**config.mk**
```make
export PLATFORM = sky130hd
export DESIGN_NAME = mv_collector
export DESIGN_NICKNAME = d
export VERILOG_FILES = /design/src/rtl/mv_pkg.sv /design/src/rtl/mv_bank.sv /design/src/rtl/mv_collector.sv
export SDC_FILE = /design/constraint.sdc
export NUM_CORES = 1
export LEC_CHECK = 0
export CORE_ASPECT_RATIO = 1.2
export CORE_MARGIN = 4
export CORE_UTILIZATION = 57
export CTS_CLUSTER_SIZE = 24
export DETAILED_ROUTE_END_ITERATION = 8
export GPL_ROUTABILITY_DRIVEN = 0
export GPL_TIMING_DRIVEN = 0
export HOLD_SLACK_MARGIN = 0.08
export PLACE_DENSITY = 0.88
export SYNTH_ARGS = -nofsm -noshare
export SYNTH_HDL_FRONTEND = slang
export SYNTH_SLANG_ARGS = --single-unit
```
**constraint.sdc**
```tcl
create_clock -name clk -period 4.7 [get_ports clk]
set_input_delay 0.47 -clock clk [delete_from_list [all_inputs] [get_ports clk]]
set_output_delay 0.47 -clock clk [all_outputs]
set_load 0.005 [all_outputs]
```
**src/rtl/mv_pkg.sv**
```systemverilog
// Shared constants, field helpers and state encoding for the motion-vector collector.
package mv_pkg;
    localparam int NUM_BLK = 64;
    localparam int SR      = 3;
    localparam int MV_W    = 8;
    localparam int COMP_W  = 4;
    localparam int AW      = $clog2(NUM_BLK);

    typedef enum logic {
        FILL = 1'b0,
        WAIT = 1'b1
    } state_e;

    function automatic logic [COMP_W-1:0] mv_dx(input logic [MV_W-1:0] v);
        return v[7:4];
    endfunction

    function automatic logic [COMP_W-1:0] mv_dy(input logic [MV_W-1:0] v);
        return v[3:0];
    endfunction

    // Component is two's complement; legal window is -SR..+SR.
    function automatic logic comp_ok(input logic [COMP_W-1:0] c);
        return (int'($signed(c)) >= -SR) && (int'($signed(c)) <= SR);
    endfunction
endpackage

```
**src/rtl/mv_bank.sv**
```systemverilog
// One 64x8 vector bank: write port, registered read port, seen bitmap with
// an all-ones detect that already includes the write at the current edge.
module mv_bank
    import mv_pkg::*;
(
    input  logic            clk,
    input  logic            rst,
    input  logic            we,
    input  logic [AW-1:0]   waddr,
    input  logic [MV_W-1:0] wdata,
    input  logic            clr,
    input  logic            re,
    input  logic [AW-1:0]   raddr,
    output logic [MV_W-1:0] rdata,
    output logic            seen_hit,
    output logic            full
);
    logic [MV_W-1:0]    mem_q [NUM_BLK];
    logic [NUM_BLK-1:0] seen_q, seen_d, seen_w;
    logic [MV_W-1:0]    rdata_q, rdata_d;

    always_comb begin
        seen_w = seen_q;
        if (we) seen_w[waddr] = 1'b1;
        seen_d  = clr ? '0 : seen_w;
        rdata_d = re ? mem_q[raddr] : rdata_q;
    end

    assign seen_hit = seen_q[waddr];
    assign full     = &seen_w;
    assign rdata    = rdata_q;

    always_ff @(posedge clk or posedge rst) begin
        if (rst) begin
            seen_q  <= '0;
            rdata_q <= '0;
        end else begin
            seen_q  <= seen_d;
            rdata_q <= rdata_d;
        end
    end

    // Storage is deliberately left unreset; seen_q gates its meaning.
    always_ff @(posedge clk) begin
        if (we) mem_q[waddr] <= wdata;
    end
endmodule

```
**src/rtl/mv_collector.sv**
```systemverilog
// Ping-pong collector for per-block motion vectors: fills one bank while the
// consumer reads the other, swapping on completion once the reader releases.
module mv_collector
    import mv_pkg::*;
(
    input  logic              clk,
    input  logic              rst,
    input  logic              mv_valid,
    input  logic [MV_W-1:0]   mv,
    input  logic [AW-1:0]     mv_addr,
    output logic              busy,
    output logic              frame_done,
    output logic              frame_err,
    output logic [3:0]        frame_idx,
    input  logic              rd_en,
    input  logic [AW-1:0]     rd_addr,
    output logic              rd_valid,
    output logic [COMP_W-1:0] rd_dx,
    output logic [COMP_W-1:0] rd_dy,
    input  logic              rel
);
    state_e     state_q, state_d;
    logic       wsel_q, wsel_d, rd_held_q, rd_held_d, rsel_q, rsel_d;
    logic       busy_q, busy_d, done_q, done_d, ferr_q, ferr_d, rd_valid_q, rd_valid_d;
    logic [3:0] idx_q, idx_d;
    logic [1:0] err_q, err_d;

    logic [1:0]           b_we, b_clr, b_hit, b_full;
    logic [1:0][MV_W-1:0] b_rdata;
    logic                 accept, oor, complete, err_w, swap;

    for (genvar g = 0; g < 2; g++) begin : g_bank
        mv_bank u_bank (
            .clk(clk), .rst(rst),
            .we(b_we[g]), .waddr(mv_addr), .wdata(mv), .clr(b_clr[g]),
            .re(rd_en), .raddr(rd_addr), .rdata(b_rdata[g]),
            .seen_hit(b_hit[g]), .full(b_full[g])
        );
    end

    always_comb begin
        accept   = mv_valid && (state_q == FILL);
        oor      = !comp_ok(mv_dx(mv)) || !comp_ok(mv_dy(mv));
        complete = b_full[wsel_q];
        // A vector arriving while stalled is lost, so the pending frame is flagged.
        err_w    = err_q[wsel_q] | (accept & (b_hit[wsel_q] | oor))
                 | (mv_valid & (state_q == WAIT));
        swap     = ((state_q == FILL) && complete && (!rd_held_q || rel))
                 || ((state_q == WAIT) && rel);

        b_we          = '0;
        b_we[wsel_q]  = accept;
        b_clr         = '0;
        err_d         = err_q;
        err_d[wsel_q] = err_w;
        wsel_d        = wsel_q;
        rd_held_d     = rd_held_q;
        idx_d         = idx_q;
        done_d        = 1'b0;
        ferr_d        = 1'b0;
        state_d       = state_q;

        if (rel) rd_held_d = 1'b0;
        if (swap) begin
            wsel_d          = !wsel_q;
            rd_held_d       = 1'b1;
            b_clr[!wsel_q]  = 1'b1;
            err_d[!wsel_q]  = 1'b0;
            idx_d           = idx_q + 4'd1;
            done_d          = 1'b1;
            ferr_d          = err_w;
            state_d         = FILL;
        end else if ((state_q == FILL) && complete) begin
            state_d = WAIT;
        end

        busy_d     = (state_d == WAIT);
        rd_valid_d = rd_en && rd_held_q;
        rsel_d     = !wsel_q;
    end

    always_ff @(posedge clk or posedge rst) begin
        if (rst) begin
            state_q    <= FILL;
            wsel_q     <= 1'b0;
            rd_held_q  <= 1'b0;
            rsel_q     <= 1'b0;
            busy_q     <= 1'b0;
            done_q     <= 1'b0;
            ferr_q     <= 1'b0;
            rd_valid_q <= 1'b0;
            idx_q      <= '0;
            err_q      <= '0;
        end else begin
            state_q    <= state_d;
            wsel_q     <= wsel_d;
            rd_held_q  <= rd_held_d;
            rsel_q     <= rsel_d;
            busy_q     <= busy_d;
            done_q     <= done_d;
            ferr_q     <= ferr_d;
            rd_valid_q <= rd_valid_d;
            idx_q      <= idx_d;
            err_q      <= err_d;
        end
    end

    assign busy       = busy_q;
    assign frame_done = done_q;
    assign frame_err  = ferr_q;
    assign frame_idx  = idx_q;
    assign rd_valid   = rd_valid_q;
    assign rd_dx      = rd_valid_q ? mv_dx(b_rdata[rsel_q]) : '0;
    assign rd_dy      = rd_valid_q ? mv_dy(b_rdata[rsel_q]) : '0;
endmodule
```
==> impl_metrics.tcl, run 1 <==
set metrics [dict create \
    status "finished, violations left" \
    violations "DRC" \
    drtIter0Drc 5468 \
    dieWidth_um 270 \
    hold_buffers 0 \
    ff2ff_setup_slack_ps 790 \
    area_growth_pct 12.1 \
    clk_pin_slew_ps 70 \
    drt_pass1_iterations 9 \
    drc_errors 50 \
    synth_top_area_share_pct 65.7 \
    grt_use_total_pct 31.9 \
    synth_cells 2337 \
    clock_sinks 1181 \
    core_mm2 0.0810 \
    grt_max_degree 97 \
    wl_mm 138 \
    grt_overflow 0 \
    synthesis.area_mm2 0.0468 \
    peakVddDrop_mv 0.276 \
    wire_per_inst_um 38.0 \
    core.rowCount 114 \
    finalCritPeriodShare_pct 83.8 \
    yosysUniqueCellTypes 58 \
    clkPwrFrac_pct 41.9 \
    io_buffers 32 \
    clock_latency_ps 710 \
    grt_pass1_wl_mm 199 \
    synthMuxAreaShare_pct 16.9 \
    p_per_area_mw_per_mm2 429 \
    clock_skew_ps 48.9 \
    syn_nets 2363 \
    max_stage_delay_ps 710 \
    crit_type "primary input to flop" \
    syn_area_per_cell_um2 20.0 \
    finalNetCount 2515 \
    antenna_found_initial 8 \
    dp_hpwl_mm 82.3 \
    vias_per_cell 7.50 \
    layout_setup_ws_ps 759 \
    vias 27200 \
    drive_gt1_share_pct 24.6 \
    critPathMaxFanout 10 \
    synth.most_common_cell "edfxtp_1" \
    critPathLaunchType "primary input" \
    synth-simple-area-share_pct 4.04 \
    die_area_mm2 0.0867 \
    cts-root-buf "clkbuf_16" \
    seqPwrFrac_pct 51.8 \
    ys_seq_area_share_pct 74.1 \
    yosys.area.top_type "edfxtp_1" \
    setup_viol 0 \
    start_util_pct 57.7 \
    cap_violations 0 \
    synthAdderAreaFrac_pct 0.0267 \
    drv_slew 0 \
    ys_ff_latch 1181 \
    tightest_slew_ps 1450 \
    synth-edff-count 1024 \
    ctsResizeCount 0 \
    synthFlopType "edfxtp_1" \
    internal_power_w 0.0174 \
    yosys-top-cells-area "edfxtp_1, mux4_2, dfrtp_1" \
    clock_path_buffers 3 \
    p_leak_nw 17.1 \
    relSlewSlack_pct 3.13 \
    synth.top_cells.by_count "edfxtp_1, mux4_2, nor2_1" \
    worstPathCellList "clkdlybuf4s50_1 > and3_1 > clkbuf_1 > clkbuf_1 > a31oi_1 > nor4_1 > nand4_1 > nor4_1 > o211a_1 > buf_4 > buf_2 > nor2_1" \
    synthArstFlopShare_pct 13.3 \
    die_h_um 322 \
    cp_num_buf_inv 5 \
    fmax_ghz 0.254 \
    timing.hold.ws_ps 251 \
    swShare_pct 22.7 \
    grt_pass1_vias 27600 \
    cts_max_level 3 \
    synth_xor_area_share_pct 0.0562 \
    cp_slowest_cell "clkbuf_1" \
    post_cts_buffers 0 \
    yosysWarningCount 0 \
    cts_tree "done" \
    min_path_type "primary input to flop" \
    cp.required_ps 5270 \
    numCtsBuffers 107 \
    place_ws_ps 340 \
    synth_top_family_by_area "multiplexers" \
    min_period_ps 3940 \
    rsz0062_at_grt "false" \
    antenna_left 0 \
    synth-compound-area-share_pct 3.25 \
    switchingPower_w 0.00512 \
    pwr-share-comb_pct 6.3 \
    cpLargestDelayFamily "buffers and inverters" \
    ios 41 \
    arrival_ps 4510 \
    end_kind "flop" \
    hold_viol_final 0 \
]
-- state kept, by name, indices dropped and copies added (netlist names) --
register,flops
busy,1
err_q,2
frame_done,1
frame_err,1
frame_idx,4
g_bank.u_bank.mem_q,1024
g_bank.u_bank.rdata,16
g_bank.u_bank.seen_q,128
rd_held_q,1
rd_valid,1
rsel_q,1
wsel_q,1
-- area by class of cell --
| type | count | area, um2 |
|---|---|---|
| sequential | 1181 | 34700 |
| fill | 4857 | 28600 |
| multi-input combinational | 985 | 11300 |
| clock buffer | 119 | 2810 |
| tap | 1044 | 1310 |
| clock inverter | 82 | 968 |
| buffer | 165 | 751 |
| timing repair buffer | 43 | 581 |
| inverter | 6 | 26.3 |
| antenna | 4 | 10.0 |
-- kinds of logic after synthesis --
logic type                 count (synthesis)
AOI/OAI and AO/OA                        218
xor gates and xnor gates                   3
adders and majority gates                  1
buffers and inverters                    171
DFF                                     1181
muxes                                    365
and+or+nand+nor                          398
-- metrics by stage --
stage / power [W] / utilization (%) / setup TNS, ps / cell area, um2 / cells
after floorplan: 0.0126 / - / 0 / 46800 / 2337
after global placement: 0.0131 / 59.8 / -136130 / 48400 / 3413
after detailed placement: 0.0132 / 60.1 / 0 / 48700 / 3424
after CTS: 0.0224 / 64.7 / 0 / 52400 / 3625
after global routing: 0.0230 / 64.7 / 0 / 52400 / 3625
final: 0.0225 / 64.8 / 0 / 52500 / 3629
-- worst reg2reg max path, cell delays in order, from the launching register on --
cell and delay [ps]:
dfrtp_1 410, buf_4 190, nor4b_4 640, buf_2 510, a31oi_1 200, nor4_1 400
nand4_1 320, nor4_1 300, o211a_1 240, buf_4 210, buf_2 250, nor2_1 110
-- path summary, 6_finish.rpt --
path | endpoint | cells after the start | start
worst min-delay path | g_bank[1].u_bank.mem_q[26][1]$_DFFE_PP_ | 1 | mv[1]
worst min register to register | frame_idx[3]$_DFFE_PP0P_ | 1 | frame_idx[3]$_DFFE_PP0P_
min in group asynchronous | g_bank[1].u_bank.seen_q[18]$_DFF_PP0_ | 2 | rst
worst max register to register | g_bank[1].u_bank.seen_q[45]$_DFF_PP0_ | 11 | busy$_DFFE_PP0P_
max in group asynchronous | g_bank[0].u_bank.seen_q[38]$_DFF_PP0_ | 4 | rst
worst max-delay path | g_bank[1].u_bank.seen_q[45]$_DFF_PP0_ | 12 | mv_addr[0]
-- metal layers --
metal  vias up  GRT usage [%]  part of all wire [%]
li1       9990              -                     -
met1     13600           38.3                    30
met2      2818           50.7                    47
met3       811           8.83                    13
met4         8           22.8                   9.5
met5         -              0                 0.040
-- power groups by stage --
stage	sequential (W)	combinational [W]	clock, W
6_report	0.0117	0.00142	0.00944
4_1_cts	0.0117	0.00138	0.00941
3_5_place_dp	0.0119	0.00134	0
3_3_place_gp	0.0119	0.00124	0
2_1_floorplan	0.0118	0.000766	0
5_1_grt	0.0117	0.00146	0.00989
-- cells in the final DEF (no fill, tap or decap), drive strengths merged, types with 36 or more instances in the layout --
master,count
a22oi,40
a31oi,131
buf,106
clkbuf,197
clkinv,44
dfrtp,157
edfxtp,1024
mux4,336
nor2,263
nor4,36
Note: power is estimated with default switching activity, not from simulation.
==> inputs of run 2 (changes only) <==
--- a/config.mk
+++ b/config.mk
@@ -7,7 +7,7 @@
 export LEC_CHECK = 0
 export CORE_ASPECT_RATIO = 1.2
 export CORE_MARGIN = 4
-export CORE_UTILIZATION = 57
+export CORE_UTILIZATION = 60
 export CTS_CLUSTER_SIZE = 24
 export DETAILED_ROUTE_END_ITERATION = 8
 export GPL_ROUTABILITY_DRIVEN = 0
==> constraint.sdc (replaced) <==
create_clock -name clk -period 3.63 [get_ports clk]
set_input_delay 0.363 -clock clk [delete_from_list [all_inputs] [get_ports clk]]
set_output_delay 0.363 -clock clk [all_outputs]
set_load 0.005 [all_outputs]
==> run 2 against run 1 <==
  * The flow still finishes with violations (DRC)
  * Total power up 27%
  * Register-to-register slack worse by 730 ps
  * Combinational power up 32%
  * Cell area down 0.37%
  * Utilization up 3.3 points
  * Routed wire length up 0.92%
  * Non-clock buffer count up 3
  * Critical path type unchanged
  * Clock-buffer cell count up 31
  * Clock skew down 7.0 ps
  * Sequential cell count unchanged
  * Final cell count down 0.50%
  * Critical endpoint is now g_bank[0].u_bank.mem_q[29][4]$_DFFE_PP_
  * Sequential power up 29%
==> impl_metrics.tcl, run 2 (synthesized netlist as in run 1, its figures left out) <==
set metrics [dict create \
    status "finished, violations left" \
    violations "DRC" \
    clock_skew_ps 41.9 \
    grt-busiest-layer "met2" \
    clock_sinks 1181 \
    drtIter0Drc 5470 \
    pwr-share-comb_pct 6.6 \
    grt_max_degree 102 \
    switchingPower_w 0.00650 \
    cp.required_ps 3950 \
    gr-usage-met2_pct 54.3 \
    finalPower_w 0.0286 \
    clock_path_buffers 3 \
    crit_type "primary input to flop" \
    grt_overflow 0 \
    seqPwrFrac_pct 52.9 \
    relSlewSlack_pct 8.65 \
    drt_pass1_iterations 9 \
    peakVddDrop_mv 0.506 \
    arrival_ps 3910 \
    cap_violations 0 \
    grt_pass1_vias 27500 \
    cts_tree "done" \
    end_kind "flop" \
    hold_buffers 0 \
    cpLargestDelayFamily "simple AND/OR/NAND/NOR gates" \
    ios 41 \
    antenna_left 0 \
    setup_viol 0 \
    rsz0062_at_grt "false" \
    vias_per_cell 7.61 \
    drive_gt1_share_pct 24.6 \
    critPathLaunchType "primary input" \
    clk_pin_slew_ps 70 \
    num-fill-cells 4291 \
    min_period_ps 3590 \
    core.rowCount 111 \
    cts-root-buf "clkbuf_16" \
    fmax_ghz 0.278 \
    die_area_mm2 0.0825 \
    grt_use_total_pct 33.9 \
    globalRouteMet1Util_pct 40.8 \
    grt.met3_usage_pct 8.95 \
    swShare_pct 22.7 \
    regMostFlops "g_bank.u_bank.mem_q" \
    clkPwrFrac_pct 40.6 \
    place_ws_ps -614 \
    tightest_slew_ps 1370 \
    internal_power_w 0.0221 \
    max_stage_delay_ps 1060 \
    hold_viol_final 0 \
    cts_max_level 3 \
    largest_reg_flops 1024 \
    vias 27500 \
    clock_latency_ps 700 \
    cp_slowest_cell "nor2_1" \
    io_buffers 32 \
    die_h_um 314 \
    numCtsBuffers 108 \
    layout_setup_ws_ps 36.9 \
    finalNetCount 2519 \
    core_mm2 0.0768 \
    drv_slew 0 \
    cp_num_buf_inv 3 \
    dieWidth_um 263 \
    start_util_pct 60.9 \
    p_per_area_mw_per_mm2 547 \
    wl_mm 139 \
    layout_commonest_cell "edfxtp_1" \
    final_cell_mix "edfxtp_1, mux4_2, nor2_1" \
    finalCritPeriodShare_pct 99.0 \
    grt_pass1_wl_mm 200 \
    antenna_found_initial 14 \
    area_growth_pct 11.7 \
    min_path_type "primary input to async pin" \
    dp_hpwl_mm 82.5 \
    critPathMaxFanout 10 \
    p_leak_nw 17.1 \
    drc_errors 5 \
    worstPathCellList "clkdlybuf4s50_1 > clkbuf_2 > clkbuf_1 > nand3b_1 > nor2_1" \
    wire_per_inst_um 38.5 \
]
run 2: what timing repair did:
item / in CTS / in global routing
setup endpoints to repair: 48 / 173
buffers inserted: 0 / 3
resized for setup: 3 / 22
pin swaps: 0 / 2
endpoints found under the hold margin: 0 / 0
run 2: area by class of cell:
class | count | area, um2 | area share, %
multi-input cells | 985 | 11400 | 21.7
inverters | 6 | 26.3 | 0.0503
well taps | 1017 | 1270 | 2.43
clock inverters | 51 | 495 | 0.948
plain buffers | 165 | 766 | 1.47
clock buffers | 150 | 3040 | 5.82
diodes | 10 | 25.0 | 0.0479
repair buffers | 46 | 603 | 1.15
flip-flops and latches | 1181 | 34700 | 66.4
run 2: path summary, 6_finish.rpt:
kind / start / end / slack (ps) / depth (start not counted)
max: mv_addr[0] / g_bank[0].u_bank.mem_q[29][4]$_DFFE_PP_ / 40 / 5
min: rst / g_bank[1].u_bank.seen_q[16]$_DFF_PP0_ / 130 / 2
max reg2reg: busy$_DFFE_PP0P_ / g_bank[0].u_bank.seen_q[36]$_DFF_PP0_ / 60 / 12
min reg2reg: frame_idx[3]$_DFFE_PP0P_ / frame_idx[3]$_DFFE_PP0P_ / 480 / 1
max in group asynchronous: rst / g_bank[0].u_bank.seen_q[45]$_DFF_PP0_ / 2240 / 5
min in group clk: mv[1] / g_bank[1].u_bank.mem_q[27][1]$_DFFE_PP_ / 140 / 1
run 2: layer usage:
metal | part of all wire (%) | wire [um]
met1 | 30 | 42300
met2 | 48 | 66800
met3 | 12 | 16800
met4 | 9.4 | 13100
met5 | 0.058 | 81
run 2: power by group through the flow:
stage / logic (W) / registers [W] / clock network, W
finish: 0.00187 / 0.0151 / 0.0116
global route: 0.00191 / 0.0151 / 0.0122
CTS: 0.00180 / 0.0151 / 0.0115
detailed placement: 0.00174 / 0.0154 / 0
global placement: 0.00160 / 0.0154 / 0
floorplan: 0.000992 / 0.0153 / 0
run 2: metrics by stage:
stage          cell area (um2)  setup TNS [ps]  hold slack (ps)  instances  utilization, %
2_1_floorplan            46800               0              458       2337               -
3_3_place_gp             48400        -1260440              460       3386            63.0
3_5_place_dp             48600         -202640              472       3397            63.3
4_1_cts                  52200               0              115       3598            67.9
5_1_grt                  52200               0              124       3602            68.0
6_report                 52300               0              134       3611            68.0
